--- config.mk ---
export PLATFORM = sky130hd
export DESIGN_NAME = pet_need_ctrl
export DESIGN_NICKNAME = d
export VERILOG_FILES = /design/src/rtl/pet_pkg.sv /design/src/rtl/tick_gen.sv /design/src/rtl/pet_need_ctrl.sv
export SDC_FILE = /design/constraint.sdc
export NUM_CORES = 1
export LEC_CHECK = 0
export BUFFER_PORTS_ARGS = -buffer_cell sky130_fd_sc_hd__buf_4
export CAP_MARGIN = 30
export CORE_ASPECT_RATIO = 0.7
export CORE_MARGIN = 8
export CORE_UTILIZATION = 55
export DETAILED_ROUTE_END_ITERATION = 7
export PLACE_DENSITY = 0.75
export SLEW_MARGIN = 10
export SYNTH_ARGS = -nofsm -noshare
export SYNTH_HDL_FRONTEND = slang
export SYNTH_SLANG_ARGS = --single-unit
--- constraint.sdc ---
create_clock -name clk -period 6.04 [get_ports clk]
set_input_delay 0.604 -clock clk [delete_from_list [all_inputs] [get_ports clk]]
set_output_delay 0.604 -clock clk [all_outputs]
set_load 0.02 [all_outputs]
--- src/rtl/pet_pkg.sv ---
// Shared state codes and helpers for the virtual-pet need controller.
package pet_pkg;

   localparam int STATE_W = 4;

   typedef enum logic [STATE_W-1:0] {
      IDLE    = 4'd0,
      ALERT   = 4'd1,
      ENGAGED = 4'd2,
      SERVING = 4'd3,
      DEAD    = 4'd4
   } state_t;

   // Index of the lowest set bit; 0 when the vector is empty.
   function automatic logic [2:0] lowest_set(input logic [7:0] v);
      lowest_set = 3'd0;
      for (int i = 7; i >= 0; i--) begin
         if (v[i]) lowest_set = 3'(i);
      end
   endfunction

endpackage

--- src/rtl/tick_gen.sv ---
// Free-running prescaler: sec_tick is a registered one-cycle pulse every CLK_HZ cycles.
module tick_gen #(
   parameter int CLK_HZ = 50000000
) (
   input  logic clk,
   input  logic reset,
   output logic sec_tick
);

   localparam int CW = (CLK_HZ > 1) ? $clog2(CLK_HZ) : 1;
   localparam logic [CW-1:0] LAST = CW'(CLK_HZ - 1);

   logic [CW-1:0] cnt;

   always_ff @(posedge clk or posedge reset) begin
      if (reset) begin
         cnt      <= '0;
         sec_tick <= 1'b0;
      end else if (cnt == LAST) begin
         cnt      <= '0;
         sec_tick <= 1'b1;
      end else begin
         cnt      <= cnt + 1'b1;
         sec_tick <= 1'b0;
      end
   end

endmodule

--- src/rtl/pet_need_ctrl.sv ---
// Need timers, alert/engage/serve state machine and health score for the virtual pet.
// dist_valid is a one-cycle strobe with no back-pressure: a reading is taken only while meas_stop is low.
module pet_need_ctrl
   import pet_pkg::*;
#(
   parameter int CLK_HZ      = 50000000,
   parameter int N_NEEDS     = 3,
   parameter int TIMER_W     = 12,
   parameter logic [N_NEEDS*TIMER_W-1:0] TIMEOUT_S = {12'd120, 12'd90, 12'd60},
   parameter int DIST_W      = 16,
   parameter int PROX_CM     = 5,
   parameter int ENGAGE_TO_S = 10,
   parameter int SERVE_S     = 3,
   parameter int HEALTH_MAX  = 255,
   parameter int HEAL        = 32
) (
   input  logic               clk,
   input  logic               reset,
   input  logic               prox_en,
   input  logic [DIST_W-1:0]  dist_cm,
   input  logic               dist_valid,
   input  logic [N_NEEDS-1:0] act,
   output logic [3:0]         state,
   output logic [2:0]         need_idx,
   output logic [N_NEEDS-1:0] pending,
   output logic [7:0]         health,
   output logic [TIMER_W-1:0] seconds,
   output logic               meas_stop,
   output logic               sec_tick
);

   localparam int ETW = $clog2(ENGAGE_TO_S + 1);
   localparam int STW = $clog2(SERVE_S + 1);

   state_t state_q, state_d;

   logic [TIMER_W-1:0] need_cnt [N_NEEDS];
   logic [N_NEEDS-1:0] act_s1, act_s2, act_q, act_rise, idx_hot;
   logic [ETW-1:0]     eng_t;
   logic [STW-1:0]     srv_t;
   logic               near, sel_rise;
   logic               eng_timeout, serve_done;
   logic               dec_health, engage_start, serve_start, enter_alert, freeze_sel, cnt_run;
   logic [8:0]         health_sum;
   logic [7:0]         health_sat;

   tick_gen #(.CLK_HZ(CLK_HZ)) u_tick (
      .clk      (clk),
      .reset    (reset),
      .sec_tick (sec_tick)
   );

   assign state       = state_q;
   assign act_rise    = act_s2 & ~act_q;
   assign sel_rise    = |(act_rise & idx_hot);
   assign eng_timeout = (state_q == ENGAGED) && sec_tick && (eng_t == ETW'(ENGAGE_TO_S - 1));
   assign serve_done  = (state_q == SERVING) && sec_tick && (srv_t == STW'(SERVE_S - 1));
   assign health_sum  = {1'b0, health} + 9'(HEAL);
   assign health_sat  = (health_sum > 9'(HEALTH_MAX)) ? 8'(HEALTH_MAX) : health_sum[7:0];

   always_comb begin
      idx_hot = '0;
      seconds = '0;
      for (int i = 0; i < N_NEEDS; i++) begin
         if (need_idx == 3'(i)) begin
            idx_hot[i] = 1'b1;
            seconds    = need_cnt[i];
         end
      end
   end

   always_ff @(posedge clk or posedge reset) begin
      if (reset) state_q <= IDLE;
      else       state_q <= state_d;
   end

   // A correct button press beats a simultaneous engage timeout; death beats engaging.
   always_comb begin
      state_d = state_q;
      case (state_q)
         IDLE:    if (|pending) state_d = ALERT;
         ALERT:   begin
            if (sec_tick && (health <= 8'd1)) state_d = DEAD;
            else if (near)                    state_d = ENGAGED;
         end
         ENGAGED: begin
            if (sel_rise)         state_d = SERVING;
            else if (eng_timeout) state_d = ALERT;
         end
         SERVING: if (serve_done) state_d = IDLE;
         DEAD:    state_d = DEAD;
         default: state_d = IDLE;
      endcase
   end

   always_comb begin
      dec_health   = (state_q == ALERT) && sec_tick;
      engage_start = (state_q == ALERT) && (state_d == ENGAGED);
      serve_start  = (state_q == ENGAGED) && (state_d == SERVING);
      enter_alert  = (state_q != ALERT) && (state_d == ALERT);
      freeze_sel   = (state_q == ENGAGED) || (state_q == SERVING);
      cnt_run      = sec_tick && (state_q != DEAD);
   end

   always_ff @(posedge clk or posedge reset) begin
      if (reset) begin
         act_s1    <= '0;
         act_s2    <= '0;
         act_q     <= '0;
         need_idx  <= '0;
         pending   <= '0;
         health    <= 8'(HEALTH_MAX);
         meas_stop <= 1'b0;
         near      <= 1'b0;
         eng_t     <= '0;
         srv_t     <= '0;
         for (int i = 0; i < N_NEEDS; i++) need_cnt[i] <= '0;
      end else begin
         act_s1    <= act;
         act_s2    <= act_s1;
         act_q     <= act_s2;
         meas_stop <= (state_d == ENGAGED) || (state_d == SERVING);

         if ((state_q == IDLE) && (|pending)) need_idx <= lowest_set(8'(pending));

         if (dec_health)      health <= health - 8'd1;
         else if (serve_done) health <= health_sat;

         if (enter_alert)                   near <= 1'b0;
         else if (dist_valid && !meas_stop) near <= prox_en && (dist_cm <= DIST_W'(PROX_CM));

         if (engage_start)                          eng_t <= '0;
         else if ((state_q == ENGAGED) && sec_tick) eng_t <= eng_t + 1'b1;

         if (serve_start)                           srv_t <= '0;
         else if ((state_q == SERVING) && sec_tick) srv_t <= srv_t + 1'b1;

         // Clearing the served need overrides a timeout landing on the same tick.
         for (int i = 0; i < N_NEEDS; i++) begin
            if (serve_done && idx_hot[i]) begin
               need_cnt[i] <= '0;
               pending[i]  <= 1'b0;
            end else if (cnt_run && !(freeze_sel && idx_hot[i]) &&
                         (need_cnt[i] < TIMEOUT_S[i*TIMER_W +: TIMER_W])) begin
               need_cnt[i] <= need_cnt[i] + 1'b1;
               if (need_cnt[i] + 1'b1 == TIMEOUT_S[i*TIMER_W +: TIMER_W]) pending[i] <= 1'b1;
            end
         end
      end
   end

endmodule

* Word-level counts from Yosys, hierarchy flattened *
Index checks and enable logic that the tools add are counted.

cells by class
  bitwise logic cells = 3
  eq/ne operators = 17
  $add $sub $neg = 8
  reduce and logical (&&, ||, !) cells = 48
  muxes and demuxes = 42
  $lt $le $gt $ge = 6

operators with widths
  operator                 number
  $mux W12                 9
  $add A12 B1 Y12 const B  3
  $mux W4                  8
  $add A26 B1 Y26 const B  1
  $eq A26 B26 Y1 const B   1
  $mux W26                 1
  $logic_and A1 B1 Y1      25
  $eq A12 B7 Y1 const B    2
  $lt A12 B7 Y1 const B    2
  $mux W8                  3
  $pmux W4 S5              1
  $reduce_bool A2 Y1       10
  $eq A4 B2 Y1 const B     4
  $le A16 B3 Y1 const B    1
  $mux W1                  15
  $eq A12 B6 Y1 const B    1
  $lt A12 B6 Y1 const B    1
  $add A8 B6 Y9 const B    1
  $gt A9 B8 Y1 const B     1
  $eq A4 B1 Y1 const B     2
  $le A8 B1 Y1 const B     1
  $sub A8 B1 Y8 const B    1
  $and A3 B3 Y3            2
  $mux W2                  3
  other kinds (17)         25

storage, ports and cells
  logic and storage cells = 142
  output and inout bits = 32
  bits in registers = 98
  input port bits = 23

* Logic depth before layout (Yosys ltp) *
Gate-level depths: netlist of run 1.

  depth in word-level cells = 9
  gate-level depth with buffers = 8
  depth with buffers taken out = 7

* Modules after synthesis *
From an unflattened synthesis of run 1, not the netlist that was laid out.

second synthesis, totals
  cells, all modules = 545
  area total of the unflattened synthesis = 5245.0 um2

by module, submodules not included
  module         cells an instance  area an instance (um2)  seq. area each (um2)  times used
  pet_need_ctrl  417                3921.3                  1761.7                1
  tick_gen       128                1323.8                  675.6                 1

* Worst setup path after synthesis of run 1 *
OpenSTA, ideal clock, no wires.

  path kind = flip-flop to output port
  start = reg need_idx[0]
  end = out seconds[10]
  arrival = 1.786 ns
  stages on the path, launching flop included = 5
  required time = 5.436 ns
  path slack = 3.650 ns
  path buffers = 2
  cells stage by stage = dfrtp_1 > buf_2 > clkbuf_1 > mux2i_1 > o21ai_0

on the way
  cells in the longest elaborated chain, start to end = 4
  elaborated cells on any way between the ends = 6
  classes of those cells = 2 x eq/ne; 3 x mux; 1 x reduce/logical

ends and longest elaborated chain
  item                      RTL line              source
  start: declaration        pet_need_ctrl.sv:24   output logic [2:0] need_idx,
  start signal: assignment  pet_need_ctrl.sv:124  if ((state_q == IDLE) && (|pending)) need_idx <= lowest_set(8'(pending));
  $logic_not A3 Y1          pet_need_ctrl.sv:65   if (need_idx == 3'(i)) begin
  $mux W12 (2 in a row)     pet_need_ctrl.sv:65
  $mux W12 (*)              pet_need_ctrl.sv:65
  end: declaration          pet_need_ctrl.sv:27   output logic [TIMER_W-1:0] seconds,

Mark *: on every way between the ends. The rest lies on a longest branch, timed or not.

* Worst setup path after layout of run 1 *
  start = reg need_idx[1]
  end = out seconds[11]

Same word-level chain as after synthesis.

==> results.md, run 1 <==
- The run finished with clean final reports.
- The row count is 29.
- Summing internal, switching and leakage power gives 1.24 mW.
- Fill cells in the final layout number 754.
- The count of final hold-check violations was 0.
- The number of setup buffers added after CTS is 0.
- The total CTS buffers is 9.
- The count of distinct cell types in the synthesized netlist is 59.
- The data required time of the worst path is 5.44 ns.
- The count of cells in the finished layout, fillers not included, comes to 684.
- In this run the critical register-to-register path is launched from need_idx[1].
- STA classifies the critical path endpoint as an output port.
- The tree is rooted in a clkbuf_16.
- The class of the tightest hold or removal check is primary input to async pin.
- TritonCTS built the clock tree.
- After clock tree synthesis, the clock-pin slew on the worst setup and hold paths is 0.07 ns.
- Once the floorplan was initialized, standard cells occupied 55.9% of the core.
- The clock latency reported for the late side of the worst-skew pair is 0.35 ns.
- The share of async-settable or async-resettable flops after synthesis is 100%.
- dfrtp_1 takes more of the synthesized area than any other cell.
- The area growth from synthesis to layout is 16.3%.
- The hold buffer count at CTS is 0.
- The power density over the cells is 213 nW/µm².
- For this run, the post-layout net count is 593.
- Of the synthesized area, sequential elements account for 48.9%.
- The leakage power of the design is 2.65 nW.
- The routed design uses 5160 µm of met2 wire.
- The quantity of gates resized following cts is 0.
- Hold timing on the final database bottoms out at a slack of 0.176 ns.
- After detailed placement, the design holds a cell count of 667.
- After layout, the worst path uses 49.6% of the clock period.
- The final routed wire length divided by cell count is 16.4 µm.
- Setup violations remaining at the end of the flow were counted as 0.
- The number of enable-type register cells in the synthesized netlist is 0.
- The DRC marker count from the first detailed-route iteration is 337.
- Detailed routing placed a total of 638 µm of wire on met3.
- Derived from the worst setup path, the maximum achievable clock frequency is 334 MHz.
- The worst register-to-register path has a depth of 6.
- The aggregate global-route resource usage is 19.4%.
- The synthesized netlist occupies a cell area of 4990 µm².
- Global routing finished with a remaining overflow of 0.
- In this run, synthesis produced a sequential element count of 97.
- STA puts the critical path data arrival time at 2.39 ns.
- A synthesized cell averages 9.80 µm².
- Entering global routing, the biggest net connects 50 pins.
- The critical register-to-register path endpoint is need_cnt[4].
- The worst register-to-register path has a setup slack of 3.46 ns.
- Synthesis handed over a netlist of 509 instances.
- The number of antenna cells inserted is 0.
- The multi-input combinational cell area is 2400 µm².
- The clock passes through at most 2 buffers.
- The number of routed nets with antenna violations is 0.
- The fraction of final layout cells with drive strength greater than 1 is 17.7%.
- The via count of the first global-routing pass is 3,700.
- The core area is 8930 µm².
- The final weighted congestion in routability-driven placement is 0.839.
- Yosys attributes the largest share of cell area to dfrtp_1, dfstp_2, ha_1, nand2_1, nand3_1.
- The warning count from the yosys run is 0.
- STA classifies the critical path startpoint as a flip-flop.
- The minimum period implied by the final worst setup slack is 2.99 ns.
- The commonest cells after synthesis are dfrtp_1, nand2_1, nor2_1, nand3_1, o21ai_0.
- The count of port buffers added during placement is 52.
- The first global-routing pass estimated 19,000 µm of wire.
- The peak fanout along the critical path is 19.
- The final-report max-slew violation count came to 0.
- The relative max-transition margin is 44.7%.
- After layout, the worst setup slack is 3.05 ns.
- In the synthesized netlist the dominant register cell turns out to be dfrtp_1.
- In the routed design, unresolved DRC markers number 0.
- In this run the biggest area consumer among cell types represents 44.7% of the synthesized area.
- The die height is 95.7 µm.
- The measured slew at the worst slew-check pin is 0.822 ns.
- The total number of clock tree sinks is 97.
- The first TritonRoute pass finished after 5 iterations.
- Among all cell types in the netlist, the one instantiated most often is dfrtp_1.
- Before CTS, the worst setup slack after placement is 3.39 ns.
- By startpoint and endpoint, the worst setup path is classified as flip-flop to output port.
- The maximum vdd drop is 0.000223 V.
- The H-tree depth is 3.
- Dividing the detail-routed via count by the number of cells gives 5.79.
- The reported max-cap violation count is 0.
- The placed wire-length estimate is 7990 µm.
- The initial antenna violation count is 0.
- The detailed router used layers up to and including met4.
- The number of placed I/O pins is 55.
- The die is 130 µm wide.
- The area of all sequential standard cells is 2440 µm².
- Wires add up to 11,200 µm.
- The total negative slack is 0 ns.
- The via total after detailed routing is 3,961.
- The wire length on met1 is 5300 µm.
- The overall die area is 12,400 µm².
- Setup repair after global routing left no endpoint under its margin.
- Across the routed clock network, the largest skew measured is 0.00570 ns.
==> cell usage in the layout, fill, tap and decap left out, types with 3 or more instances in the layout <==
cell type  instances
dfrtp_1           89
buf_4             54
nand2_1           49
nor2_1            43
nand3_1           34
o21ai_0           26
a21oi_1           20
xor2_1            17
and3_1            15
ha_1              15
inv_1             14
mux2i_1           14
xnor2_1           13
nand4_1           12
nor3_1            11
clkbuf_16          9
and2_1             8
dfstp_2            8
nand2b_1           6
nor4_1             6
and4_1             6
a21o_1             6
or4_1              4
a211oi_1           4
nor3b_1            4
nand3b_1           4
or2_2              4
o22a_1             4
inv_6              4
nor2b_1            3
a31o_2             3
a31oi_1            3
or3_1              3
a211o_1            3
==> critical path, cell delays in order, from the launching register on <==
cell and delay, ns:
dfrtp_1 0.83, nor2b_1 0.53, buf_4 0.29, nand2_1 0.07
o21ai_0 0.11, buf_4 0.20
==> routing by layer <==
metal | up-vias | GRT usage [%]
met2 | 106 | 28.7
met5 | - | 0
met4 | 0 | 7.22
met3 | 12 | 4.58
met1 | 1940 | 27.3
li1 | 1903 | -
==> power by group <==
| part | total, mW | switching, mW | internal (mW) |
|---|---|---|---|
| combinational | 0.0303 | 0.0175 | 0.0127 |
| clock | 0.552 | 0.265 | 0.287 |
| sequential | 0.654 | 0.00176 | 0.653 |
| total | 1.24 | 0.285 | 0.952 |
==> per-stage QoR <==
step                      util, %  instance area, µm²
after global routing         65.0                5800
final                        65.0                5800
after global placement       61.1                5450
after CTS                    64.7                5770
after detailed placement     61.5                5490
after floorplan                 -                4990
==> state kept, by name (all words and copies together) (netlist names), 3 cells and up <==
name        count
need_cnt       36
u_tick.cnt     26
health          8
eng_t           4
state           4
act_q           3
act_s1          3
act_s2          3
pending         3
==> cells by family (layout without fill, tap and decap cells) <==
family | after synthesis | in the layout | share of synthesized area (%)
XOR/XNOR | 30 | 30 | 5.27
AO/OA/AOI/OAI | 87 | 87 | 11.4
AND/OR/NAND/NOR | 227 | 227 | 24.6
buffers and inverters | 37 | 87 | 2.99
other | 1 | 2 | 0.0752
multiplexers | 15 | 15 | 3.04
adder cells (fa/ha/maj) | 15 | 15 | 3.76
flip-flops | 97 | 97 | 48.9
==> worst max path at each step <==
stage | slack, ns | end | start
2_1_floorplan | 2.92 | act_q[0] | reset
3_3_place_gp | 3.08 | seconds[11] | need_idx[0]
3_5_place_dp | 3.39 | need_cnt[14] | need_idx[0]
4_1_cts | 3.02 | seconds[11] | need_idx[0]
5_1_grt | 2.90 | seconds[11] | need_idx[1]
6_report | 3.05 | seconds[11] | need_idx[1]
==> layout make-up <==
type | instances | area share [%]
Clock buffer | 9 | 3.88
Clock inverter | 7 | 1.04
Inverter | 15 | 1.01
Multi-Input combinational cell | 376 | 41.4
Sequential cell | 97 | 42.0
Tap cell | 124 | 2.67
Timing Repair Buffer | 56 | 7.94
Note: power is estimated with default switching activity, not from simulation.
==> inputs of run 2 (changes only) <==
- clock period: 6.04 -> 3.1 ns (I/O delays scaled with it)
==> run 2 against run 1 <==
Net effect:
- count of clock-buffer cells in the layout stayed put
- clock skew is 0.0048 ns higher
- cell area is 0.22% lower
- first-iteration DRC count is 6.8% lower
- combinational power is 87% higher
- global-route usage is 0.28 points lower
- core utilization is 0.14 points lower
- die area stayed put
- sequential share of layout area is 0.091 points higher
- clock power is 100% higher
==> results.md, run 2 (synthesis results as in run 1) <==
- The core area is 8930 µm² (unchanged).
- The reported max-cap violation count was 0 (unchanged).
- The total of endpoints with negative setup slack in the final report is 0 (unchanged).
- The number of flip-flops in the largest register came to 36 (unchanged).
- The post-CTS setup repair buffer count is 0 (unchanged).
- The die width is 130 µm (unchanged).
- In this run the critical register-to-register path is launched from need_cnt[22].
- The hold buffer count at CTS is 0 (unchanged).
- The number of non-filler instances in the completed layout is 683 (-0.15%).
- The H-tree depth is 3 (unchanged).
- The worst clock skew came to 0.0105 ns (+0.00479 ns).
- The initial antenna violation count was 0 (unchanged).
- The aggregate global-route resource usage is 19.1% (-0.28 points).
- Leaving out fill and tap cells, the most frequent cell in the layout is dfrtp_1.
- Setup repair after global routing left no endpoint under its margin.
- The quantity of gates resized following cts is 0 (unchanged).
- The maximum vdd drop is 0.000436 V (+95%).
- The layout overhead on the synthesized area is 16.1%.
- The row count is 29 (unchanged).
- For this run, the top clock speed supported by timing is 431 MHz.
- The final hold slack is 0.0412 ns (-0.135 ns).
- Counting flops per register, the top entry is need_cnt.
- The post-CTS clock slew at the launch and capture registers of the worst setup and hold paths is 0.07 ns (about the same).
- CTS placed an instance of clkbuf_16 at the clock tree root.
- The final weighted congestion in routability-driven placement came to 0.846 (+0.82%).
- The total number of clock tree sinks is 97 (unchanged).
- The proportion of power drawn by the clock network is 45.9% (+1.3 points).
- The relative max-transition margin was 40.8% (-4.0 points).
- Leaving out fill and tap cells, the most frequent cells in the layout are dfrtp_1, buf_4, nand2_1.
- The post-placement cell count was 667 (unchanged).
- The number of vias per cell after detailed routing is 5.70 (-1.5%).
- The via count of the first global-routing pass came to 3,798 (+2.6%).
- The class of the tightest hold or removal check is primary input to async pin.
- The effective utilization at floorplan came to 55.9% (unchanged).
- The slack of the critical path came to 0.779 ns (-2.27 ns).
- The minimum period implied by the final worst setup slack is 2.32 ns.
- The die height is 95.7 µm (unchanged).
- The share of power burned in combinational logic came to 2.3% (about the same).
- The total CTS buffers came to 9 (unchanged).
- The via total after detailed routing came to 3,894 (-1.7%).
- The internal portion of total power came to 1.93 mW (+100%).
- The count of nets after finishing is 592 (-0.17%).
- The final routed wire length divided by cell count is 16.3 µm (-0.82%).
- The worst-case clock buffer depth is 2 (unchanged).
- The net switching power of the design came to 530 µW (+86%).
- The data required time of the worst path was 2.79 ns (-2.65 ns).
- The kind of critical path is flip-flop to output port.
- The number of remaining DRC errors is 0 (unchanged).
- The flow ran to the end, and the final reports show no timing, DRC or antenna violations.
- The measured slew at the worst slew-check pin is 0.887 ns (+0.0644 ns).
- The count of port buffers added during placement is 52 (unchanged).
- The placed wire-length estimate is 8010 µm (+0.27%).
- The clock tree from TritonCTS is done.
- The overflow left after global routing is 0 (unchanged).
- The maximum number of pins on one net before global-route repair came to 53 (+6.0%).
- The sequential share of power is 51.8% (-1.1 points).
- The count of final hold-check violations is 0 (unchanged).
- STA classifies the critical path endpoint as an output port.
- The start point of the critical path is need_idx[1].
- The fraction of final layout cells with drive strength greater than 1 is 17.5% (-0.15 points).
- The clock latency reported for the late side of the worst-skew pair was 0.34 ns (about the same).
- The DRC marker count from the first detailed-route iteration came to 314 (-6.8%).
- The worst-case setup slack after placement is 0.835 ns (-2.55 ns).
- The signal arrival time at the worst endpoint is 2.01 ns (-0.38 ns).
- The nature of the critical path startpoint is a flip-flop.
- The aggregate routed wire length is 11,100 µm (-0.96%).
- The number of placed I/O pins is 55 (unchanged).
- The largest registers in the layout are need_cnt x36, u_tick.cnt x26, health x8.
- The number of routed nets with antenna violations is 0 (unchanged).
- Of the available clock period, the critical path in the final layout requires 74.9%.
- The global-route wire length before repair came to 18,900 µm (-0.51%).
- The final-report max-slew violation count is 0 (unchanged).
- The overall die area came to 12,400 µm² (unchanged).
- The power density over the cells came to 426 nW/µm² (+100%).
- The peak fanout along the critical path is 19 (unchanged).
- The share of total power consumed by net switching is 21.5% (-1.5 points).
- The leakage power of the design is 2.64 nW (-0.24%).
- The number of antenna cells inserted was 0 (unchanged).
- The total negative slack was 0 ns (unchanged).
- The first-pass iteration count of the detailed router is 5 (unchanged).
## run 2: changes by cell type in the layout (fill, tap and decap cells not counted), sizes merged
cell,before,now
buf,56,55
clkinv,2,0
bufinv,0,1
clkinvlp,1,2
## run 2: path summary, 6_finish.rpt
check                               end  slack, ns  cells past startpoint
max                         seconds[11]       0.78                      5
min                         need_cnt[1]       0.04                      2
max reg2reg                need_cnt[15]       0.80                      5
min reg2reg                   act_s2[0]       0.35                      0
max in group asynchronous     act_s2[2]       2.40                      3
min in group clk              act_s1[1]       0.07                      1
## run 2: power groups by stage
stage	logic (mW)	clock network (mW)	registers, mW
after detailed placement	0.0585	0	1.30
final	0.0568	1.13	1.28
after global routing	0.0641	1.20	1.28
after CTS	0.0585	1.16	1.28
after floorplan	0.0258	0	1.30
after global placement	0.0576	0	1.30
## run 2: critical path, cell delays in order, from the launching register on
cell and delay (ns):
dfrtp_1 0.77, nor2b_1 0.25, buf_4 0.24, nand2_1 0.07, o21ai_0 0.13, buf_4 0.21
## run 2: metal layers
| metal | wire, µm | global-route usage, % | vias up |
|---|---|---|---|
| met5 | 0 | 0 | - |
| met4 | 110 | 4.81 | 0 |
| met3 | 522 | 4.19 | 11 |
| met2 | 5040 | 29.7 | 90 |
| met1 | 5450 | 26.7 | 1885 |
| li1 | - | - | 1908 |
## run 2: through the flow
step	cell area [µm²]	power, mW	utilization [%]
finish	5790	2.46	64.9
global route	5790	2.54	64.9
CTS	5790	2.49	64.9
detailed placement	5480	1.36	61.4
global placement	5480	1.36	61.4
floorplan	4990	1.33	-
## run 2: area by class of cell
type,instances,area (µm²)
clock inverter,7,82.6
clock buffer,9,225
tap,124,155
fill,755,3140
timing repair buffer,55,425
multi-input combinational,376,2400
sequential,97,2440
inverter,15,58.8
==> inputs of run 3 (changes only) <==
- CORE_UTILIZATION: 55 -> 53
- clock period: 3.1 -> 1.93 ns (I/O delays scaled with it)
==> run 3 against run 2 <==
Net effect:
- the run now ends with negative setup slack left
- clock skew down 0.0060 ns
- core utilization increased by 5.0 points
- setup slack lost 0.79 ns
- count of clock-buffer cells in the layout grew 1
- non-clock buffer count increased by 58
- via count increased by 7.9%
- critical path type is now flip-flop to flip-flop
==> results.md, run 3 (synthesis results as in run 1) <==
- The flow ran to the end, but the final reports show violations.
- The final reports fail on negative setup slack.
- The aggregate routed wire length is 12,400 µm (+12%).
- The overall die area is 12,800 µm² (+3.2%).
- The number of vias per cell after detailed routing was 5.67 (-0.58%).
- The total cell area at the placement stage was 5890 µm² (+7.5%).
- The signal arrival time at the worst endpoint is 2.17 ns (+0.16 ns).
- The placed wire-length estimate came to 8980 µm (+12%).
- The overflow left after global routing is 0 (unchanged).
- The class of the tightest hold or removal check is primary input to flip-flop.
- The total CTS buffers came to 9 (unchanged).
- The post-CTS clock slew at the launch and capture registers of the worst setup and hold paths is 0.07 ns (about the same).
- The final routed wire length divided by cell count is 16.8 µm (+2.9%).
- The number of remaining DRC errors came to 0 (unchanged).
- From synthesis to final layout, the design area changed by 27.5%.
- The area of all placed cells without fillers came to 6360 µm² (+9.9%).
- The leakage power of the design is 2.97 nW (+12%).
- The H-tree depth is 3 (unchanged).
- The number of placed I/O pins is 55 (unchanged).
- The register ranked first by flip-flop count is need_cnt.
- After layout, the worst path uses 100% of the clock period.
- The total number of clock tree sinks came to 97 (unchanged).
- The utilization after layout is 69.8% (+5.0 points).
- The routed design could run at a clock period as short as 1.94 ns.
- The final-report max-slew violation count was 0 (unchanged).
- The via count of the first global-routing pass is 4,191 (+10%).
- The total power of the final layout is 3.88 mW (+57%).
- The DRC marker count from the first detailed-route iteration came to 388 (+24%).
- The power density over the cells is 610 nW/µm² (+43%).
- The maximum number of pins on one net before global-route repair is 48 (-9.4%).
- In the final layout, the registers with the most flip-flops are need_cnt x36, u_tick.cnt x26, health x8.
- The final weighted congestion in routability-driven placement was 0.908 (+7.4%).
- The row count is 29 (unchanged).
- Based on the critical path, the design can be clocked at up to 516 MHz.
- The reported max-cap violation count came to 0 (unchanged).
- The first-pass iteration count of the detailed router was 5 (unchanged).
- The via total after detailed routing is 4,200 (+7.9%).
- The count of nets after finishing is 650 (+9.8%).
- The slack of the critical path came to -0.00774 ns (-0.786 ns).
- Leaving out fill and tap cells, the most frequent cell in the layout is buf_4.
- The number of routed nets with antenna violations was 0 (unchanged).
- The maximum vdd drop was 0.000577 V (+32%).
- The area of all sequential standard cells is 2440 µm² (+0.26%).
- The aggregate global-route resource usage was 19.8% (+0.69 points).
- The relative max-transition margin was 60.5% (+20 points).
- The number of antenna cells inserted is 0 (unchanged).
- The worst-case setup slack after placement is -0.0930 ns (-0.928 ns).
- The global-route wire length before repair was 21,000 µm (+11%).
- The worst-case clock buffer depth is 2 (unchanged).
- In this run the clock root is driven by a clkbuf_16.
- The initial antenna violation count was 0 (unchanged).
- The count of port buffers added during placement is 52 (unchanged).
- The clock latency reported for the late side of the worst-skew pair is 0.35 ns (about the same).
- The final hold slack is 0.189 ns (+0.148 ns).
- The clock tree from TritonCTS is done.
- The multi-input combinational cell area is 2520 µm² (+4.6%).
- The top cell types in the final layout, fill and taps aside, are buf_4, dfrtp_1, nand2_1.
- The measured slew at the worst slew-check pin is 0.591 ns (-0.296 ns).
- The worst clock skew is 0.00449 ns (-0.00601 ns).
- The critical path in this run is classified as flip-flop to flip-flop.
- The die height is 97.2 µm (+1.6%).
- The core area was 9110 µm² (+2.0%).
- The total of endpoints with negative setup slack in the final report is 1 (+1).
- The fraction of final layout cells with drive strength greater than 1 is 29.2% (+12 points).
- The effective utilization at floorplan is 54.8% (-1.1 points).
- The die width is 132 µm (+1.6%).
- The number of inserted filler cells in the final layout was 683 (-9.5%).
- The data required time of the worst path is 2.16 ns (-0.63 ns).
- The nature of the critical path startpoint is a flip-flop.
- Setup repair after global routing could not meet its margin everywhere.
- The count of final hold-check violations is 0 (unchanged).
- The peak fanout along the critical path is 7 (-12).
- The number of flip-flops in the largest register is 36 (unchanged).
- The critical path endpoint category is a flip-flop.
-- run 3: where the power goes --
| part | switching [mW] | leakage [nW] | internal (mW) |
|---|---|---|---|
| registers | 0.00567 | 1.28 | 2.04 |
| logic | 0.0589 | 1.54 | 0.0488 |
| clock network | 0.799 | 0.140 | 0.925 |
| total | 0.863 | 2.97 | 3.02 |
-- run 3: worst max-delay path: stages, from the launching register on --
cell and delay, ns:
dfrtp_1 0.38, or4_4 0.53, a2111o_1 0.41, nor2_2 0.16
nor2_2 0.09, mux2_2 0.27
-- run 3: cell type report --
type                            instances  share of cell area (%)
Multi-Input combinational cell        376                    39.6
Sequential cell                        97                    38.4
Timing Repair Buffer                  113                    14.1
Clock buffer                           10                    3.76
Tap cell                              124                    2.44
Inverter                               15                   0.944
Clock inverter                          6                   0.747
-- run 3: worst paths after layout --
check	startpoint	end	slack [ns]	cells past startpoint
min in group asynchronous	reset	u_tick.cnt[4]	0.46	3
setup / recovery	need_cnt[35]	need_cnt[24]	-0.008	5
hold reg to reg	act_s1[1]	act_s2[1]	0.37	0
setup reg to reg	need_cnt[35]	need_cnt[24]	-0.008	5
hold / removal	dist_valid	near	0.19	4
max in group asynchronous	reset	health[7]	0.78	4
-- run 3: metrics by stage --
stage          instances  setup TNS (ns)
3_5_place_dp         719          -0.891
2_1_floorplan        510          -0.134
6_report             741        -0.00774
3_3_place_gp         719          -0.274
4_1_cts              740         -0.0108
5_1_grt              741           -1.07
-- run 3: routing by layer --
layer  up-vias  share of wire (%)  track usage [%]  routed length (µm)
met5         -                  0                0                   0
met1      2047                 48             27.8                5930
met2       125                 46             30.1                5660
li1       2017                  -                -                   -
met4         0               0.85             3.43                 105
met3        11                5.8             5.63                 720
-- run 3: timing repair --
item	CTS	global route
endpoints found under the hold margin	18	0
hold buffers	4	0
setup buffers	1	1
pin swaps	3	8
resized for setup	11	21
gates cloned	0	0
setup endpoints to repair	46	63
